$ cat src/rtl/adder_arbiter.sv
// adder_arbiter
//
// Shares one registered add/sub unit between n_req_g requesters.
// Each cycle a round-robin search picks one pending requester.
// The search starts just after the requester granted last.
// The chosen operation is computed into a single output register.
// That register is tagged with the owning requester's index.
// When the output register is full and the consumer stalls, no
// request is accepted, so backpressure reaches the requesters.
//
// Parameters:
//   data_width_g     operand/result width in bits
//   n_req_g          number of requesters (2..16)
//
// Ports:
//   clk              rising-edge clock
//   rst              synchronous active-high reset
//   req_valid_in     per-requester pending-operation flags
//   req_ready_out    per-requester accept strobe (one-hot or zero)
//   operand_a_in     packed operand A, slice i = [i*w +: w]
//   operand_b_in     packed operand B, same packing
//   add_sub_in       per-requester operation, 1 = add, 0 = subtract
//   result_valid_out output register holds a result
//   result_ready_in  consumer takes the result this cycle
//   result_out       result value
//   carry_out        carry (add) or borrow (sub)
//   result_id_out    index of the requester that owns the result

module adder_arbiter #(
    parameter int data_width_g = 8,
    parameter int n_req_g      = 4,
    localparam int id_w        = $clog2(n_req_g)
) (
    input  logic                              clk,
    input  logic                              rst,
    input  logic [n_req_g-1:0]                req_valid_in,
    output logic [n_req_g-1:0]                req_ready_out,
    input  logic [n_req_g*data_width_g-1:0]   operand_a_in,
    input  logic [n_req_g*data_width_g-1:0]   operand_b_in,
    input  logic [n_req_g-1:0]                add_sub_in,
    output logic                              result_valid_out,
    input  logic                              result_ready_in,
    output logic [data_width_g-1:0]           result_out,
    output logic                              carry_out,
    output logic [id_w-1:0]                   result_id_out
);

    typedef enum logic {
        EMPTY = 1'b0,
        FULL  = 1'b1
    } out_state_t;

    out_state_t              state;
    out_state_t              state_next;
    logic [id_w-1:0]         last_grant;
    logic [id_w-1:0]         cand;
    logic [id_w-1:0]         grant_idx;
    logic                    grant_valid;
    logic                    can_accept;
    logic                    accept;
    logic [data_width_g-1:0] a_sel;
    logic [data_width_g-1:0] b_sel;
    logic                    add_sel;
    logic [data_width_g:0]   sum_ext;

    assign result_valid_out = (state == FULL);

    // A new operation fits when the register is empty or being drained
    // in the same cycle.
    assign can_accept = !result_valid_out || result_ready_in;

    // Round-robin search: walk the requesters starting just after the
    // last one served and take the first one that is asking.
    always_comb begin
        grant_valid = 1'b0;
        grant_idx   = '0;
        cand        = '0;
        for (int k = 0; k < n_req_g; k++) begin
            cand = id_w'((int'(last_grant) + 1 + k) % n_req_g);
            if (!grant_valid && req_valid_in[cand]) begin
                grant_valid = 1'b1;
                grant_idx   = cand;
            end
        end
    end

    // The ready strobe depends only on the handshake and priority state,
    // never on operand values, and is held off entirely during reset.
    always_comb begin
        req_ready_out = '0;
        if (!rst && can_accept && grant_valid) begin
            req_ready_out[grant_idx] = 1'b1;
        end
    end

    assign accept = |req_ready_out;

    // Route the granted requester's payload to the shared add/sub unit.
    // Computing at w+1 bits makes the top bit the carry on add and the
    // borrow (a < b) on subtract.
    always_comb begin
        a_sel   = '0;
        b_sel   = '0;
        add_sel = 1'b0;
        for (int i = 0; i < n_req_g; i++) begin
            if (grant_idx == id_w'(i)) begin
                a_sel   = operand_a_in[i*data_width_g +: data_width_g];
                b_sel   = operand_b_in[i*data_width_g +: data_width_g];
                add_sel = add_sub_in[i];
            end
        end
        if (add_sel) begin
            sum_ext = {1'b0, a_sel} + {1'b0, b_sel};
        end else begin
            sum_ext = {1'b0, a_sel} - {1'b0, b_sel};
        end
    end

    // Output register occupancy: an accept always leaves it full.
    // A drain without a new accept empties it.
    always_comb begin
        state_next = state;
        case (state)
            EMPTY: if (accept) state_next = FULL;
            FULL: begin
                if (accept) begin
                    state_next = FULL;
                end else if (result_ready_in) begin
                    state_next = EMPTY;
                end
            end
            default: state_next = EMPTY;
        endcase
    end

    always_ff @(posedge clk) begin
        if (rst) begin
            state <= EMPTY;
        end else begin
            state <= state_next;
        end
    end

    // Result and priority registers only move on an accepted handshake.
    // This keeps the held result stable under backpressure.
    // Reset points last_grant at the top index so requester 0 wins first.
    always_ff @(posedge clk) begin
        if (rst) begin
            result_out    <= '0;
            carry_out     <= 1'b0;
            result_id_out <= '0;
            last_grant    <= id_w'(n_req_g - 1);
        end else if (accept) begin
            result_out    <= sum_ext[data_width_g-1:0];
            carry_out     <= sum_ext[data_width_g];
            result_id_out <= grant_idx;
            last_grant    <= grant_idx;
        end
    end

endmodule

$ cat config.mk
export PLATFORM = sky130hd
export DESIGN_NAME = adder_arbiter
export DESIGN_NICKNAME = d
export VERILOG_FILES = /design/src/rtl/adder_arbiter.sv
export SDC_FILE = /design/constraint.sdc
export NUM_CORES = 1
export LEC_CHECK = 0
export CORE_ASPECT_RATIO = 1.5
export CORE_MARGIN = 2
export CORE_UTILIZATION = 35
export DETAILED_ROUTE_END_ITERATION = 6
export HOLD_SLACK_MARGIN = 0.05
export PLACE_DENSITY_LB_ADDON = 0.08
export SYNTH_ARGS = -nofsm -noshare
export SYNTH_HDL_FRONTEND = slang
export SYNTH_SLANG_ARGS = --single-unit
export TNS_END_PERCENT = 100
$ cat constraint.sdc
create_clock -name clk -period 5.1 [get_ports clk]
set_input_delay 0.765 -clock clk [delete_from_list [all_inputs] [get_ports clk]]
set_output_delay 0.765 -clock clk [all_outputs]
set_load 0.02 [all_outputs]
==> results.ini <==
[detailed_routing]
drc = 0
wl_per_cell_um = 14.4
ant_nets = 0
routed_via_density = 5.22
routed_wl_um = 6050
first_pass_iters = 4
dr.first_iter.drc_count = 84
via_count = 2199

[sta]
period_share = 0.924
hold_viol_final = 0
setup_viol = 0
setup_tns_ns = 0
rsz0062_at_grt = false
worst_pin_slew_ns = 0.568
slew-limit-headroom = 0.620
fmax_mhz = 212
fin_worst_skew_ns = 0.00294
finalMaxSlewViolations = 0
layout_min_cycle_time_ns = 4.71

[global_routing]
grt_max_degree = 21
grt_pass1_wl_um = 9940
grt_pass1_vias = 2217
grt.total_usage = 0.210
antenna_found_initial = 0
grt_overflow_total = 0

[clock_network]
post_cts_buffers = 0
cts_max_path_buffers = 2
root_buffer = clkbuf_8
clk_pin_slew_ns = 0.06
cts_tree = built
ctsHtreeMaxLevel = 1
postCtsHoldBufs = 0
numClockSinks = 14
cts_inserted_buffers = 3
insertion_delay_ns = 0.25

[final_layout]
fin_area_um2 = 2900
num-nets-final = 440
multiInputGateArea_um2 = 1460
n_antenna_cell = 0
num-fill-cells = 543
syn2layout_area_growth_pct = 57.4
seq_area_um2 = 280
layout-drive-gt1-share = 0.0793

[synthesis]
ys_types = 59
yosysWarningCount = 0
ys_seq_area_frac = 0.152
synthCells = 263
ys_seq_elements = 14
synth_nets = 349
syn_area_um2 = 1840
synth_edf_count = 0
async_reset_ff_frac = 0
avgSynthCellArea_um2 = 7.01
synth_ff_type = dfxtp_1

[floorplanning]
initial_core_util = 0.360
core_area_um2 = 5120
dieArea_um2 = 5880
placementRows = 32
ios = 91
dieHeight_um = 92.9
die_w_um = 63.3

[hold_path]
whs_endpoint = result_out[4]
hold_class = flop to flop
hold_path_depth = 2
hp-start = result_out[4]

[placement]
hpwl_um = 4990
routabilityCongestion = 0.884
port_buffers = 90
dpl-instance-area_um2 = 2840

[critical_path]
timing.rr.start = last_grant[1]
required_ns = 5.29
worstRegToRegCells = 16
reg2reg_to = carry_out
critical_path_arrival_ns = 4.90
critPathCaptureType = flop
start_kind = input pin
reg2reg_setup_slack_ns = 0.88
worst-setup-path-type = input pin to flop
path_max_fanout = 9

[pwr]
ir_drop_mv = 0.154
p_leak_uw = 0.00117
power.density_nw_per_um2 = 346

[run_status]
outcome = finished clean

[job]
max-cap-violations = 0

through the flow:
step / cells / total power, uW / setup WS [ns] / utilization / hold WS [ns]
after floorplan: 263 / 664 / 0.972 / - / 0.530
after global placement: 417 / 886 / 0.299 / 0.554 / 0.441
after detailed placement: 417 / 897 / 0.145 / 0.554 / 0.448
after CTS: 421 / 1010 / 0.396 / 0.565 / 0.455
after global routing: 421 / 1110 / 0.00323 / 0.566 / 0.493
final: 421 / 1000 / 0.390 / 0.566 / 0.453
power breakdown:
part / total (uW) / switching [uW] / internal, uW
clock: 112 / 43.5 / 68.5
combinational: 732 / 378 / 354
sequential: 160 / 18.8 / 141
total: 1000 / 441 / 564
cell type report:
cell class,instances,share of cell area
Multi-Input combinational cell,223,0.502
Timing Repair Buffer,101,0.339
Sequential cell,14,0.0966
Tap cell,68,0.0293
Clock buffer,4,0.0190
Inverter,11,0.0142
Yosys cell counts (all sizes together), types with 5 or more instances:
library cell  count  area, um2
nor3              8       40.0
and3             13       81.3
inv              11       41.3
o211ai           10       75.1
buf               5       32.5
dfxtp            14        280
a21boi            5       37.5
ha               10        125
mux2i             5       53.8
nor2b             6       37.5
clkbuf           10       40.0
xnor2             9       78.8
nand3            10       50.1
a31oi             8       50.1
nand2            45        176
o21ai            17       88.8
nand3b            8       60.1
nor2             16       70.1
a21oi            11       58.8
layout by cell type, fill, tap and decap left out, drive strengths merged, types with 4 or more instances in the layout:
| cell | netlist | final |
|---|---|---|
| clkbuf | 10 | 4 |
| o21ai | 17 | 17 |
| o2bb2ai | 4 | 4 |
| nand3b | 8 | 8 |
| nand3 | 10 | 10 |
| mux2i | 5 | 5 |
| a31oi | 8 | 8 |
| nand2 | 45 | 45 |
| a32oi | 4 | 4 |
| clkdlybuf4s50 | 0 | 90 |
| nor2b | 6 | 6 |
| a21boi | 5 | 5 |
| nor3 | 8 | 8 |
| buf | 5 | 11 |
| dfxtp | 14 | 14 |
| a211oi | 4 | 4 |
| inv | 11 | 11 |
| and3 | 13 | 13 |
| o211ai | 10 | 10 |
| nor2 | 16 | 16 |
| a21oi | 11 | 11 |
| ha | 10 | 10 |
| xnor2 | 9 | 9 |
registers in the layout, indices dropped and copies added, names as in the netlist:
| signal | cells |
|---|---|
| last_grant | 2 |
| carry_out | 1 |
| result_id_out | 2 |
| result_valid_out | 1 |
| result_out | 8 |
timing repair:
action | in CTS | in global routing
endpoints found under the setup margin | 0 | 1
gates resized for setup | 0 | 1
hold endpoints to repair | 0 | 0
kinds of logic after synthesis:
| family | count (synthesis) | synth area share |
|---|---|---|
| AND/OR/NAND/NOR | 121 | 0.337 |
| flip-flops | 14 | 0.152 |
| adder cells (fa/ha/maj) | 11 | 0.0787 |
| AO/OA/AOI/OAI | 76 | 0.292 |
| XOR/XNOR | 9 | 0.0427 |
| multiplexers | 6 | 0.0353 |
| buffers and inverters | 26 | 0.0617 |
layer usage:
metal,share of wire,track usage
met1,0.39,0.219
met3,0.031,0.0146
met2,0.56,0.428
met5,0,0
met4,0.022,0.0707
worst max-delay path by stage:
stage               startpoint        end  slack (ns)
2_1_floorplan  req_valid_in[3]  carry_out        0.97
3_3_place_gp   req_valid_in[1]  carry_out        0.30
3_5_place_dp   req_valid_in[1]  carry_out        0.14
4_1_cts        req_valid_in[1]  carry_out        0.40
5_1_grt        req_valid_in[3]  carry_out       0.003
6_report       req_valid_in[3]  carry_out        0.39
worst max-delay path, cell delays in order:
cell and delay (ns):
clkdlybuf4s50_1 0.51, mux2i_2 0.34, o21a_2 0.29, nand2_4 0.11
a211oi_1 0.25, or2_1 0.16, ha_1 0.16, inv_1 0.05
a221oi_2 0.29, a31oi_1 0.16, xnor2_1 0.18, ha_1 0.26
or3_1 0.36, o31ai_1 0.30, o21ai_0 0.18, or3b_2 0.46
nand3_1 0.08
(Power assumes the default switching activity.)
